<file path="src/rtl/sd_init_sequencer.sv">
// SD card SPI-mode power-up sequencer: CMD0, CMD8, CMD55/ACMD41 polling, CMD58, with response checks.
// Define SD_INIT_V1_FALLBACK_EN to accept v1 cards that reject CMD8 with R1=0x05.

module sd_init_sequencer #(
    parameter int unsigned CMD0_RETRIES   = 8,
    parameter int unsigned ACMD41_RETRIES = 1000,
    parameter int unsigned WDOG_CYCLES    = 65535
) (
    input  logic        clk,
    input  logic        res_n,
    input  logic        start,
    output logic [47:0] spi_init_cmd_data,
    output logic        spi_init_cmd,
    input  logic        spi_init_busy,
    input  logic        spi_init_error,
    input  logic [47:0] spi_init_response,
    output logic        busy,
    output logic        done,
    output logic        error,
    output logic [2:0]  error_code,
    output logic        sdhc
);

    localparam logic [7:0]  CMD0_MAX   = 8'(CMD0_RETRIES);
    localparam logic [15:0] ACMD41_MAX = 16'(ACMD41_RETRIES);
    localparam logic [16:0] WDOG_MAX   = 17'(WDOG_CYCLES);

    localparam logic [2:0] ERR_CMD0   = 3'd1;
    localparam logic [2:0] ERR_CMD8   = 3'd2;
    localparam logic [2:0] ERR_ACMD41 = 3'd3;
    localparam logic [2:0] ERR_CMD58  = 3'd4;
    localparam logic [2:0] ERR_XFER   = 3'd5;
    localparam logic [2:0] ERR_WDOG   = 3'd6;

    typedef enum logic [2:0] {
        S_IDLE, S_ISSUE, S_ACK, S_WAIT, S_CHECK, S_DONE, S_FAIL
    } state_t;

    typedef enum logic [2:0] {
        C_CMD0, C_CMD8, C_CMD55, C_ACMD41, C_CMD58
    } cmd_t;

    function automatic logic [47:0] frame_of(input cmd_t c, input logic v1);
        case (c)
            C_CMD0:   frame_of = 48'h40_00000000_95;
            C_CMD8:   frame_of = 48'h48_000001AA_87;
            C_CMD55:  frame_of = 48'h77_00000000_65;
            C_ACMD41: frame_of = v1 ? 48'h69_00000000_E5 : 48'h69_40000000_77;
            C_CMD58:  frame_of = 48'h7A_00000000_FD;
            default:  frame_of = 48'h40_00000000_95;
        endcase
    endfunction

    state_t      state_q;
    cmd_t        cmd_q;
    logic [47:0] cmd_data_q;
    logic        strobe_q;
    logic        busy_q;
    logic        done_q;
    logic        error_q;
    logic [2:0]  code_q;
    logic        sdhc_q;
    logic [39:0] resp_q;
    logic        xfer_err_q;
    logic [7:0]  attempts_q;
    logic [15:0] pairs_q;
    logic [16:0] wdog_q;
    logic        v1_q;

    logic [7:0]  r1;
    logic [31:0] payload;
    logic        unused_bits;

    assign r1          = resp_q[39:32];
    assign payload     = resp_q[31:0];
    assign unused_bits = ^{spi_init_response[47:40], payload[29:12]};

    // Decision of the current cycle: what to issue next, or whether to finish/fail.
    logic        issue_d;
    logic        restart_d;
    logic        fail_d;
    logic        finish_d;
    cmd_t        issue_cmd_d;
    logic [2:0]  code_d;
    logic        sdhc_d;
    logic        v1_d;
    logic [7:0]  attempts_d;
    logic [15:0] pairs_d;
    logic [16:0] wdog_d;

    always_comb begin
        // NOTE: every signal gets a default first so no path through the case infers a latch.
        issue_d     = 1'b0;
        restart_d   = 1'b0;
        fail_d      = 1'b0;
        finish_d    = 1'b0;
        issue_cmd_d = C_CMD0;
        code_d      = 3'd0;
        sdhc_d      = 1'b0;
        v1_d        = v1_q;
        attempts_d  = attempts_q + 8'd1;
        pairs_d     = pairs_q + 16'd1;
        wdog_d      = wdog_q + 17'd1;

        case (state_q)
            S_IDLE, S_DONE, S_FAIL: begin
                if (start) begin
                    issue_d   = 1'b1;
                    restart_d = 1'b1;
                end
            end
            S_ACK: begin
                if (wdog_d >= WDOG_MAX) begin
                    fail_d = 1'b1;
                    code_d = ERR_WDOG;
                end
            end
            S_WAIT: begin
                if (spi_init_busy && wdog_d >= WDOG_MAX) begin
                    fail_d = 1'b1;
                    code_d = ERR_WDOG;
                end
            end
            S_CHECK: begin
                if (xfer_err_q) begin
                    fail_d = 1'b1;
                    code_d = ERR_XFER;
                end else begin
                    case (cmd_q)
                        C_CMD0: begin
                            if (r1 == 8'h01) begin
                                issue_d     = 1'b1;
                                issue_cmd_d = C_CMD8;
                            end else if (attempts_d < CMD0_MAX) begin
                                issue_d     = 1'b1;
                                issue_cmd_d = C_CMD0;
                            end else begin
                                fail_d = 1'b1;
                                code_d = ERR_CMD0;
                            end
                        end
                        C_CMD8: begin
                            if (r1 == 8'h01 && payload[11:0] == 12'h1AA) begin
                                issue_d     = 1'b1;
                                issue_cmd_d = C_CMD55;
                            end
`ifdef SD_INIT_V1_FALLBACK_EN
                            else if (r1 == 8'h05) begin
                                issue_d     = 1'b1;
                                issue_cmd_d = C_CMD55;
                                v1_d        = 1'b1;
                            end
`endif
                            else begin
                                fail_d = 1'b1;
                                code_d = ERR_CMD8;
                            end
                        end
                        C_CMD55: begin
                            if (r1 == 8'h00 || r1 == 8'h01) begin
                                issue_d     = 1'b1;
                                issue_cmd_d = C_ACMD41;
                            end else begin
                                fail_d = 1'b1;
                                code_d = ERR_ACMD41;
                            end
                        end
                        C_ACMD41: begin
                            if (r1 == 8'h00) begin
`ifdef SD_INIT_V1_FALLBACK_EN
                                // v1 cards have no OCR CCS bit worth reading: byte addressing.
                                if (v1_q) begin
                                    finish_d = 1'b1;
                                    sdhc_d   = 1'b0;
                                end else
`endif
                                begin
                                    issue_d     = 1'b1;
                                    issue_cmd_d = C_CMD58;
                                end
                            end else if (r1 == 8'h01 && pairs_d < ACMD41_MAX) begin
                                issue_d     = 1'b1;
                                issue_cmd_d = C_CMD55;
                            end else begin
                                fail_d = 1'b1;
                                code_d = ERR_ACMD41;
                            end
                        end
                        C_CMD58: begin
                            if (r1 == 8'h00 && payload[31]) begin
                                finish_d = 1'b1;
                                sdhc_d   = payload[30];
                            end else begin
                                fail_d = 1'b1;
                                code_d = ERR_CMD58;
                            end
                        end
                        default: begin
                            fail_d = 1'b1;
                            code_d = ERR_CMD0;
                        end
                    endcase
                end
            end
            default: ;
        endcase
    end

    always_ff @(posedge clk) begin
        // NOTE: all state uses non-blocking assignments so every register samples pre-edge values.
        if (!res_n) begin
            state_q    <= S_IDLE;
            cmd_q      <= C_CMD0;
            cmd_data_q <= '0;
            strobe_q   <= 1'b0;
            busy_q     <= 1'b0;
            done_q     <= 1'b0;
            error_q    <= 1'b0;
            code_q     <= 3'd0;
            sdhc_q     <= 1'b0;
            resp_q     <= '0;
            xfer_err_q <= 1'b0;
            attempts_q <= '0;
            pairs_q    <= '0;
            wdog_q     <= '0;
            v1_q       <= 1'b0;
        end else begin
            strobe_q <= 1'b0;
            if (fail_d) begin
                state_q <= S_FAIL;
                busy_q  <= 1'b0;
                error_q <= 1'b1;
                code_q  <= code_d;
            end else if (finish_d) begin
                state_q <= S_DONE;
                busy_q  <= 1'b0;
                done_q  <= 1'b1;
                sdhc_q  <= sdhc_d;
            end else if (issue_d) begin
                state_q    <= S_ISSUE;
                cmd_q      <= issue_cmd_d;
                cmd_data_q <= frame_of(issue_cmd_d, v1_d);
                strobe_q   <= 1'b1;
                busy_q     <= 1'b1;
            end else begin
                case (state_q)
                    S_ISSUE: begin
                        state_q <= S_ACK;
                        wdog_q  <= '0;
                    end
                    S_ACK: begin
                        state_q <= S_WAIT;
                        wdog_q  <= wdog_d;
                    end
                    S_WAIT: begin
                        if (!spi_init_busy) begin
                            state_q    <= S_CHECK;
                            resp_q     <= spi_init_response[39:0];
                            xfer_err_q <= spi_init_error;
                        end else begin
                            wdog_q <= wdog_d;
                        end
                    end
                    default: ;
                endcase
            end

            if (restart_d) begin
                done_q     <= 1'b0;
                error_q    <= 1'b0;
                code_q     <= 3'd0;
                sdhc_q     <= 1'b0;
                attempts_q <= '0;
                pairs_q    <= '0;
                v1_q       <= 1'b0;
            end

            if (state_q == S_CHECK) begin
                v1_q <= v1_d;
                if (cmd_q == C_CMD0)   attempts_q <= attempts_d;
                if (cmd_q == C_ACMD41) pairs_q    <= pairs_d;
            end
        end
    end

    assign spi_init_cmd_data = cmd_data_q;
    assign spi_init_cmd      = strobe_q;
    assign busy              = busy_q;
    assign done              = done_q;
    assign error             = error_q;
    assign error_code        = code_q;
    assign sdhc              = sdhc_q;

endmodule

</file>
<file path="config.mk">
export PLATFORM = sky130hd
export DESIGN_NAME = sd_init_sequencer
export DESIGN_NICKNAME = d
export VERILOG_FILES = /design/src/rtl/sd_init_sequencer.sv
export SDC_FILE = /design/constraint.sdc
export NUM_CORES = 1
export LEC_CHECK = 0
export CAP_MARGIN = 25
export CORE_MARGIN = 1
export CORE_UTILIZATION = 56
export DETAILED_ROUTE_END_ITERATION = 12
export PLACE_DENSITY = 0.87
export SYNTH_ARGS = -nofsm -noshare
export SYNTH_HDL_FRONTEND = slang
export SYNTH_SLANG_ARGS = --single-unit
export TNS_END_PERCENT = 20
</file>
<file path="constraint.sdc">
create_clock -name clk -period 5.3 [get_ports clk]
set_input_delay 1.06 -clock clk [delete_from_list [all_inputs] [get_ports clk]]
set_output_delay 1.06 -clock clk [all_outputs]
set_load 0.01 [all_outputs]
</file>
== Yosys cells after proc, flatten, opt, wreduce, memory -nomap -nowiden ==
Cells that the tools add are included.
Widths: inputs -> output; s select.

* Output and inout port bits: 56
* Register bits after elaboration: 144
* RAM bits: 0
* Input port bits: 53
* Word-level logic and storage cells: 132
* Memories: 0
* Latch bits: 0
* ROM bits: 0

* $lt $le $gt $ge: 3
* Multipliers: 0
* Eq/ne operators: 19
* Mux-type cells: 66
* Shift-type cells: 0
* $add $sub $neg: 3
* Bitwise operators: 5
* Divide/modulo/power cells: 0
* Reduce and logical (&&, ||, !) cells: 21

{| class="wikitable"
|+ Operators with widths
! kind !! count
|-
| $pmux 46 s4 || 1
|-
| $pmux 17 s3 || 1
|-
| $mux 16 || 3
|-
| $mux 3 || 11
|-
| $mux 1 || 31
|-
| $mux 8 || 3
|-
| $eq 3x2->1 const B || 6
|-
| $pmux 3 s3 || 2
|-
| $add 17x1->17 const B || 1
|-
| $ge 17x16->1 const B || 1
|-
| $mux 17 || 1
|-
| $add 16x1->16 const B || 1
|-
| $lt 16x10->1 const B || 1
|-
| $eq 3x3->1 const B || 5
|-
| $pmux 3 s5 || 1
|-
| $mux 2 || 7
|-
| $eq 12x9->1 const B || 1
|-
| $pmux 3 s4 || 1
|-
| $reduce_and 5->1 || 2
|-
| $eq 3x1->1 const B || 3
|-
| $add 8x1->8 const B || 1
|-
| $eq 8x1->1 const B || 1
|-
| $logic_not 8->1 || 1
|-
| $lt 8x4->1 const B || 1
|-
| other kinds (18) || 30
|}

== Longest topological paths before layout ==
Gate-level depths: netlist of run 1.

* Depth after elaboration: 11
* Depth in mapped cells: 11
* Mapped depth without buffers: 9

== Worst setup path after synthesis of run 1 ==
OpenSTA, ideal clock, no wires.

* Path kind: register to register
* Start point: register wdog_q[1]
* End point: register wdog_q[11]
* Clock period less this slack: 2,747 ps
* Library setup time: 122 ps
* Arrival: 2,625 ps
* Data required time: 5,178 ps
* Slack: 2,553 ps
* Cell stages (with the launch flop): 10
* Path buffers: 1
* Cells stage by stage: dfxtp_1 > ha_1 > buf_2 > nand4_2 > or4_4 > nor3_2 > xor2_1 > a31oi_1 > a31oi_4 > a221o_1

* Cells in the longest elaborated chain, start to end: 7
* Elaborated cells on any way between the ends: 10
* Those cells by class: 1 x add/sub; 1 x order compare; 5 x mux; 1 x bitwise; 2 x reduce/logical

{| class="wikitable"
|+ RTL lines
! element !! line !! text
|-
| start, declared || 67 || <nowiki>logic [16:0] wdog_q;</nowiki>
|-
| start signal, assigned || 253 || <nowiki>wdog_q <= wdog_d;</nowiki>
|-
| start signal, assigned || 261 || <nowiki>wdog_q <= wdog_d;</nowiki>
|-
| $add 17x1->17 * || 103 || <nowiki>wdog_d = wdog_q + 17'd1;</nowiki>
|-
| $ge 17x16->1 || 113, 119 ||
|-
| $logic_and 1x1->1 || 119 || <nowiki>if (spi_init_busy && wdog_d >= WDOG_MAX) begin</nowiki>
|-
| $mux 1 || 119 ||
|-
| $pmux 1 s3 || 105 || <nowiki>case (state_q)</nowiki>
|-
| $not 1->1 (no source line) || - ||
|-
| $reduce_and 5->1 (no source line) || - ||
|}

Mark *: on every way between the ends. The rest lies on a longest branch, timed or not. The select of a mux whose other input is x is not followed.
A chain may end at the register's enable or synchronous reset.

== Worst setup path after layout of run 1 ==
* Start point: register wdog_q[1]
* End point: register wdog_q[8]

Same word-level chain as after synthesis.

==> results.tsv, run 1 <==
stage	metric	value	unit
clock_network	maximum buffer depth of the clock tree	2	
timing	skew final	16.8	ps
timing	Final Hold Fails	0	
global_routing	M3 GR Usage	0.0544	
floorplanning	die width	98.3	µm
timing	Max Slew Vio Count	0	
power_and_ir_drop	Leak	0.00202	µW
clock_network	Setup Buffers After CTS	0	
floorplanning	Starting Density	0.586	
global_routing	largest net degree at the start of global routing	52	
yosys	Main synth FF type	dfxtp_1	
setup_path	Worst R2R Start	wdog_q[1]	
setup_path	reg2reg end	wdog_q[8]	
run_status	failing checks	DRC	
route	Vias per Instance	6.09	
setup_path	cell-by-cell trace of the critical path	ha_1, nand4_2, or4_4, nor3_2, xnor2_1, o21ai_0, o21ai_1, a31oi_1	
setup_path	r2r setup slk	1850	ps
clock_network	CTS buffer count	9	
clock_network	Post-CTS Hold Fix Bufs	0	
yosys	Synth top area share	0.347	
yosys	YS warnings	0	
clock_network	CTS root buffer	clkbuf_8	
layout	Antenna diodes	0	
place	placed instance area	0.00554	mm²
place	global placement routability congestion	0.934	
setup_path	R2R cell count	8	
timing	setup TNS	0	ps
clock_network	clk_lat worst skew	370	ps
setup_path	Top delay family on crit path	compound AO/OA/AOI/OAI gates	
yosys	synth top area cells	dfxtp_1 (35%), nand2_1 (7.2%), a21oi_1 (5.8%)	
power_and_ir_drop	PD cells	230	mW/mm²
global_routing	first-pass GRT wire length	20.4	mm
setup_path	startpoint types	flip-flop	
place	Final HPWL DP	8.60	mm
yosys	Post-synth ARST share	0	
route	Residual DRC	5	
layout	Seq. cell area	0.00180	mm²
yosys	Synth Instances	673	
global_routing	grt total ovfl	0	
floorplanning	Die Ht	98.3	µm
clock_network	TritonCTS clock tree	built	
yosys	syn_area_per_cell	7.71	µm²
run	total of max-cap violations	0	
yosys	Seq/Total Area, Yosys	0.347	
timing	achievable frequency	290	MHz
layout	post-route cell area	0.00575	mm²
setup_path	Critical Path Slowest Stage Cell	o21ai_1	
place	Port Buf Inserts	55	
timing	final period utilization	0.652	
clock_network	Worst-path clk slew	100	ps
route	via count	4906	
floorplanning	DIE AREA	0.00965	mm²
floorplanning	Boundary Pins	109	
route	post-route ant nets	0	
layout	share of layout cells above drive strength 1	0.0574	
hold_path	Hold Path Class	reg2reg	
global_routing	GRT Max-Usage Layer	met2	
timing	final setup fails	0	
hold_path	hold endpoint	resp_q[5]	
global_routing	Global Route Usage Sum	0.258	
timing	Rel. slew slack	0.319	
floorplanning	core box area	0.00885	mm²
hold_path	HP Start	resp_q[5]	
layout	# fillers	727	
floorplanning	Site Rows	34	
global_routing	initial antenna violation count	0	
setup_path	CP bufs+invs	0	
power_and_ir_drop	worst IR drop on VDD	0.000141	V
layout	multi-input logic area	0.00297	mm²
setup_path	CP required	5520	ps
setup_path	WS Path Type	reg2reg	
clock_network	CTS resizes	0	
yosys	mapped cell area	0.00519	mm²
timing	Final min period	3450	ps
setup_path	CP arrival	3670	ps
yosys	most frequent cell after synthesis	nand2_1	
route	routed len/inst	15.0	µm
yosys	Synth area leader	dfxtp_1	
clock_network	clk sinks	90	
yosys	Commonest cells post-synth	nand2_1 (100), dfxtp_1 (90), a21oi_1 (60), nor2_1 (53), nand3_1 (41)	
layout	Nets	749	
run_status	status	complete, but fails checks	
global_routing	met1 Usage GRT	0.328	
route	detailed-route wire length	12.1	mm
setup_path	crit-path max FO	11	
global_routing	vias in the first global route	4504	
yosys	synth unique cells	75	
timing	RSZ-0062 raised after global routing	false	
timing	Worst Hold Slack	461	ps
global_routing	met2 usage	0.416	
hold_path	Hold Path Stages	2	
setup_path	critical path capture point type	flip-flop	
timing	worst slew pin tran	1020	ps
route	First-pass DRT Iterations	9	
yosys	#FFs+latches synth	90	
layout	Layout area overhead	10.7	%
clock_network	H-tree levels	3	
setup_path	Max stage delay on crit path	850	ps
layout	post-layout util	0.649	
route	Initial DRC Count	347	
yosys	number of synthesized flops with an enable pin	0	
where the power goes:
group / switching, µW / internal [µW] / total (µW)
Clock: 276 / 192 / 468
Combinational: 94.8 / 60.3 / 155
Sequential: 12.7 / 688 / 700
registers in the layout, indices dropped and copies added (netlist names):
register	flops
cmd_q	3
wdog_q	17
resp_q	22
done	1
sdhc	1
busy	1
xfer_err_q	1
state_q	3
spi_init_cmd	1
error_code	3
error	1
spi_init_cmd_data	12
pairs_q	16
attempts_q	8
area by class of cell:
| type | instances | share of cell area |
|---|---|---|
| timing repair buffer | 59 | 0.101 |
| tap | 108 | 0.0235 |
| clock buffer | 10 | 0.0240 |
| inverter | 17 | 0.0111 |
| multi-input combinational | 515 | 0.517 |
| sequential | 90 | 0.314 |
| clock inverter | 6 | 0.0100 |
stage by stage:
stage,total power [µW],instances,setup WS [ps]
6_report,1320,805,1850
3_5_place_dp,865,788,1610
5_1_grt,1370,805,1650
2_1_floorplan,827,699,2550
3_3_place_gp,862,788,1670
4_1_cts,1330,804,1850
worst min-delay path: stages, from the launching register on:
cell	delay, ps
dfxtp_1	320
nand2_1	50
a21oi_1	50
placed cells by master, fill, tap and decap left out, types with 10 or more instances in the layout:
cell | netlist | layout
nand2_1 | 100 | 100
dfxtp_1 | 90 | 90
a21oi_1 | 60 | 60
clkdlybuf4s50_1 | 0 | 55
nor2_1 | 53 | 53
nand3_1 | 41 | 41
conb_1 | 1 | 27
o21ai_0 | 24 | 24
inv_1 | 16 | 16
and3_1 | 16 | 16
nor3_1 | 14 | 14
nand4_1 | 12 | 12
xnor2_1 | 12 | 12
a31oi_1 | 12 | 12
and2_1 | 10 | 10
clkbuf_8 | 0 | 10
worst max-delay path by stage:
stage	to	startpoint	cells after the start
after floorplan	wdog_q[11]	wdog_q[1]	9
after global placement	wdog_q[8]	spi_init_busy	8
after detailed placement	wdog_q[8]	spi_init_busy	8
after CTS	state_q[0]	pairs_q[0]	8
after global routing	wdog_q[8]	wdog_q[1]	8
final	wdog_q[8]	wdog_q[1]	8
layer usage:
metal	part of all wire	wire length, µm
met5	0	0
met4	0.028	333
met3	0.073	888
met2	0.46	5600
met1	0.44	5270
cell families after synthesis:
logic type,share of synthesized area
DFF,0.347
AOI/OAI and AO/OA,0.219
other,0.000723
muxes,0.00820
buffers and inverters,0.0993
xor gates and xnor gates,0.0287
adders and majority gates,0.00965
and+or+nand+nor,0.287
No activity file was read; power rests on OpenSTA's default activity.
==> run 2, diff against run 1 <==
CORE_UTILIZATION = 47   (was 56)
PLACE_DENSITY = 0.77   (was 0.87)
clock period = 3.1 ns   (was 5.3 ns; I/O delays follow)
==> run 2 against run 1 <==
  * The run now ends clean
  * Wire length rose by 1.9%
  * Sequential power grew 70%
  * Combinational power grew 88%
  * Maximum frequency grew 21%
  * Sequential share of layout area is 1.3 points lower
  * Clock skew is 8.2 ps lower
  * Die area increased by 19%
  * Clock power up 110%
  * Non-clock buffer count is 21 higher
  * First-iteration DRC count is 11% lower
  * Clock-buffer cell count shrank 1
  * Largest power group unchanged
==> results.tsv, run 2 (synthesis gave the netlist of run 1 again) <==
stage	metric	value	unit
run_status	status	finished, final reports clean	
hold_path	Hold Path Class	reg2reg	
setup_path	CP required	3370	ps
place	Port Buf Inserts	55	
timing	final setup fails	0	
global_routing	vias in the first global route	4400	
layout	commonest non-fill, non-tap cell in the layout	nand2_1	
place	global placement routability congestion	0.901	
clock_network	clk sinks	90	
power_and_ir_drop	PD cells	413	mW/mm²
layout	Antenna diodes	0	
global_routing	first-pass GRT wire length	20.1	mm
floorplanning	Boundary Pins	109	
layout	Layout area overhead	15.5	%
clock_network	clk_lat worst skew	370	ps
setup_path	Max stage delay on crit path	560	ps
run	total of max-cap violations	0	
route	Residual DRC	0	
route	post-route ant nets	0	
timing	Rel. slew slack	0.425	
layout	Largest Register	resp_q	
setup_path	critical path capture point type	flip-flop	
clock_network	TritonCTS clock tree	built	
layout	# fillers	975	
setup_path	startpoint types	flip-flop	
floorplanning	Die Ht	107	µm
route	routed len/inst	14.4	µm
floorplanning	Site Rows	37	
timing	Max Slew Vio Count	0	
global_routing	Global Route Usage Sum	0.218	
clock_network	CTS buffer count	9	
clock_network	Post-CTS Hold Fix Bufs	0	
clock_network	Worst-path clk slew	100	ps
route	Initial DRC Count	308	
clock_network	maximum buffer depth of the clock tree	2	
power_and_ir_drop	Tot Pwr	2470	µW
floorplanning	Starting Density	0.494	
setup_path	CP arrival	3120	ps
global_routing	grt total ovfl	0	
floorplanning	die width	107	µm
power_and_ir_drop	worst IR drop on VDD	0.000265	V
timing	RSZ-0062 raised after global routing	false	
timing	Final min period	2850	ps
timing	final period utilization	0.919	
place	pre-CTS setup slack	196	ps
layout	share of layout cells above drive strength 1	0.0850	
floorplanning	DIE AREA	0.0115	mm²
power_and_ir_drop	Leak	0.00216	µW
setup_path	r2r setup slk	250	ps
timing	skew final	8.63	ps
clock_network	CTS resizes	0	
timing	setup TNS	0	ps
timing	achievable frequency	351	MHz
layout	max FFs per register	22	
floorplanning	core box area	0.0105	mm²
global_routing	initial antenna violation count	0	
setup_path	cell-by-cell trace of the critical path	nand4_2, nor4_1, xor2_1, or3_4, o41ai_2, nand2_1, o211a_1	
setup_path	crit-path max FO	10	
route	First-pass DRT Iterations	7	
timing	final worst setup slack	250	ps
place	Final HPWL DP	8.88	mm
clock_network	Setup Buffers After CTS	0	
timing	worst slew pin tran	860	ps
route	detailed-route wire length	12.3	mm
setup_path	Critical Path Slowest Stage Cell	o41ai_2	
clock_network	H-tree levels	3	
layout	most frequent cells in the layout	nand2_1 (100), dfxtp_1 (90), a21oi_1 (60), clkdlybuf4s50_1 (55), nor2_1 (53)	
timing	Final Hold Fails	0	
layout	Nets	770	
layout	Largest regs	resp_q: 22 flops, wdog_q: 17 flops, pairs_q: 16 flops	
global_routing	largest net degree at the start of global routing	51	
route	via count	4957	
setup_path	WS Path Type	reg2reg	
route	Vias per Instance	5.80	
clock_network	CTS root buffer	clkbuf_8	
[run 2: per-stage QoR]
stage,hold slack (ps),cell area [µm²],instances,utilization
2_1_floorplan,431,5290,699,-
3_3_place_gp,439,5740,838,0.546
3_5_place_dp,442,5740,838,0.546
4_1_cts,456,5990,854,0.570
5_1_grt,479,5990,854,0.570
6_report,458,5990,854,0.570
[run 2: path summary, 6_finish.rpt]
check                                start                    to  depth (start not counted)
worst min-delay path             resp_q[8]             resp_q[8]                          2
worst max register to register  pairs_q[5]  spi_init_cmd_data[7]                          7
worst min register to register   resp_q[8]             resp_q[8]                          2
worst max-delay path            pairs_q[5]  spi_init_cmd_data[7]                          7
[run 2: layout make-up]
class                   count  area [µm²]  area share
clock buffers               9         124      0.0207
multi-input cells         515        2970       0.496
repair buffers             80         738       0.123
inverters                  17        63.8      0.0107
well taps                 136         170      0.0284
flip-flops and latches     90        1800       0.301
clock inverters             7         124      0.0207
[run 2: worst max-delay path: cells and delay by family (launching register included)]
family,cells,cell delay [ps]
and+or+nand+nor,4,1310
AOI/OAI and AO/OA,2,730
xor gates and xnor gates,1,180
DFF,1,510
[run 2: routing by layer]
metal	up-vias	share of wire	track usage
met5	-	0	0
met4	0	0.013	0.0675
met3	14	0.054	0.0474
met2	172	0.47	0.360
met1	2318	0.47	0.284
li1	2453	-	-
[run 2: report_power, final]
group	internal, µW	total [µW]	leakage [µW]	switching, µW
Clock	542	989	0.000120	447
Sequential	1180	1190	0.000727	18.1
Combinational	123	291	0.00131	168
==> RTL edit, RTL diff (settings of run 2) <==
Put one more register stage on the output `spi_init_cmd`, without a reset. The value now appears one clock later. The other outputs are not delayed to match.
--- a/src/rtl/sd_init_sequencer.sv
+++ b/src/rtl/sd_init_sequencer.sv
@@ -286,3 +286,5 @@
     assign spi_init_cmd_data = cmd_data_q;
-    assign spi_init_cmd      = strobe_q;
+    always_ff @(posedge clk) begin
+        spi_init_cmd <= strobe_q;
+    end
     assign busy              = busy_q;
Formal check against the unedited RTL: not equivalent (Yosys sat finds a counterexample within 4 cycles, from zero or initial values).
==> RTL edit against run 2 <==
The run now ends with design-rule violations left; wire length grew 0.92%; synthesized area grew 0.39%; highest routed layer unchanged; global-route usage rose by 0.46 points; sequential cell count is 1 higher; final area is 0.67% lower; largest cell class unchanged; worst setup slack improved by 0.019 ns; power decreased by 5.7%.
==> RTL edit: results (changes against run 2) <==
Drt
  – Detailed Routing Iterations Pass 1: 9 (+2)
  – Initial DRC Count: 396 (+29%)
  – Remaining DRCs: 1 (+1)
  – Wire per inst: 14.5 um (+0.68%)
  – Vias per inst: 5.77 (-0.60%)

Run status
  – Violated checks: design-rule violations
  – Outcome: complete, but fails checks

Cells and area
  – ANT cells: 0 (unchanged)
  – Share of layout cells above drive strength 1: 8.10% (-0.40 points)
  – Nets@finish: 768 (-0.26%)
  – Filler cells: 994 (+1.9%)
  – Largest regs: resp_q x22, wdog_q x17, pairs_q x16

Yosys
  – Post-synth EDFFs: 0 (unchanged)
  – Cell taking the most area after synthesis: dfxtp_1
  – Top cells by count, synth: nand2_1, dfxtp_1, a21oi_1
  – Synth top area cells: dfxtp_1, nand2_1, a21oi_1, buf_4, nand3_1
  – Post-synthesis cell type count: 75 (unchanged)
  – Fraction of registers with async set/reset: 0% (unchanged)
  – Register area share after synthesis: 35.0% (+0.25 points)
  – Count of warnings emitted by yosys: 0 (unchanged)

Min path
  – Class of the tightest hold or removal check: reg2reg
  – Hold path cells: 0 (-2)

CTS
  – H-tree depth: 3 (unchanged)
  – Post-CTS setup buffer count: 0 (unchanged)
  – Latest clock arrival within the worst-skew pair: 0.39 ns (+0.02 ns)
  – Clock buffer depth: 2 (unchanged)
  – Clk pin slew, worst setup/hold paths: 0.10 ns (about the same)
  – Post-cts repair resize count: 0 (unchanged)
  – TritonCTS buffer count: 9 (unchanged)
  – Clk root buf: clkbuf_8

Timing
  – Slew margin rel.: 48.6% (+6.0 points)
  – Final Skew: 0.0159 ns (+0.00725 ns)
  – Aggregate negative setup slack: 0 ns (unchanged)

Global route
  – Largest net degree at the start of global routing: 51 (unchanged)
  – Vias in the first global route: 4391 (-0.20%)
  – Global-route wire length before repair: 20.7 mm (+2.8%)
  – Initial antenna violation count: 0 (unchanged)
  – GRT Overall Usage: 22.3% (+0.46 points)

Placed design
  – RePlAce Congestion: 0.886 (-1.7%)
  – Detailed Place HPWL: 9.03 mm (+1.8%)
  – IO Port Bufs: 55 (unchanged)
  – Post-DP Area: 5750 um2 (about the same)

Setup path
  – Crit-path max FO: 9 (-1)
  – R2R depth: 7 (unchanged)

Pwr
  – Leakage power: 2.13 nW (-1.2%)
  – Maximum vdd drop: 0.000220 V (-17%)
==> RTL edit: cell count changes after synthesis, sizes merged <==
| cell | change |
|---|---|
| dfxtp | +1 |
==> RTL edit: cells by family after synthesis <==
group,count (synthesis),synth area share (%)
and+or+nand+nor,296,28.6
muxes,4,0.817
adders and majority gates,4,0.961
other,1,0.0720
AOI/OAI and AO/OA,167,21.8
xor gates and xnor gates,17,2.86
buffers and inverters,94,9.90
DFF,91,35.0
==> RTL edit: worst paths after layout <==
path / to / start / slack, ns
setup / recovery: wdog_q[13] / wdog_q[6] / 0.27
hold / removal: spi_init_cmd / strobe_q / 0.34
setup reg to reg: wdog_q[13] / wdog_q[6] / 0.27
hold reg to reg: spi_init_cmd / strobe_q / 0.34
==> RTL edit: metrics by stage <==
stage | instances | setup slack [ns] | power (mW) | hold WS (ns) | util [%]
after floorplan | 700 | 0.353 | 1.43 | 0.310 | -
after global placement | 840 | 0.198 | 1.51 | 0.311 | 53.0
after detailed placement | 840 | 0.168 | 1.52 | 0.313 | 53.0
after CTS | 856 | 0.293 | 2.34 | 0.337 | 54.9
after global routing | 856 | 0.0537 | 2.43 | 0.344 | 54.9
final | 856 | 0.269 | 2.33 | 0.337 | 54.9
==> RTL edit: worst max-delay path, stage by stage, from the launching register on <==
cell and delay (ns):
dfxtp_1 0.45, nand3_1 0.27, or4_4 0.62, nor3_2 0.24, xor2_1 0.15, a31oi_1 0.38
a31oi_4 0.21, a221o_1 0.39
==> RTL edit: per-layer routing <==
metal,GRT usage [%],routed length [um],vias up
met5,0,0,-
met4,8.41,228,0
met3,4.24,730,18
met2,36.9,5950,162
met1,28.7,5520,2318
li1,-,-,2441
==> RTL edit: final cells by class <==
class                           instances  area share (%)
Clock inverter                          7            1.37
Multi-Input combinational cell        515            49.9
Inverter                               17            1.07
Tap cell                              140            2.94
Timing Repair Buffer                   77            12.0
Sequential cell                        91            30.6
Clock buffer                            9            2.08
==> RTL edit: report_power, final <==
part           switching [mW]  total [mW]  internal [mW]  leakage, nW
sequential             0.0189        1.21           1.19        0.735
clock                   0.515       0.837          0.322        0.103
combinational           0.167       0.287          0.120         1.29
total                   0.701        2.33           1.63         2.13
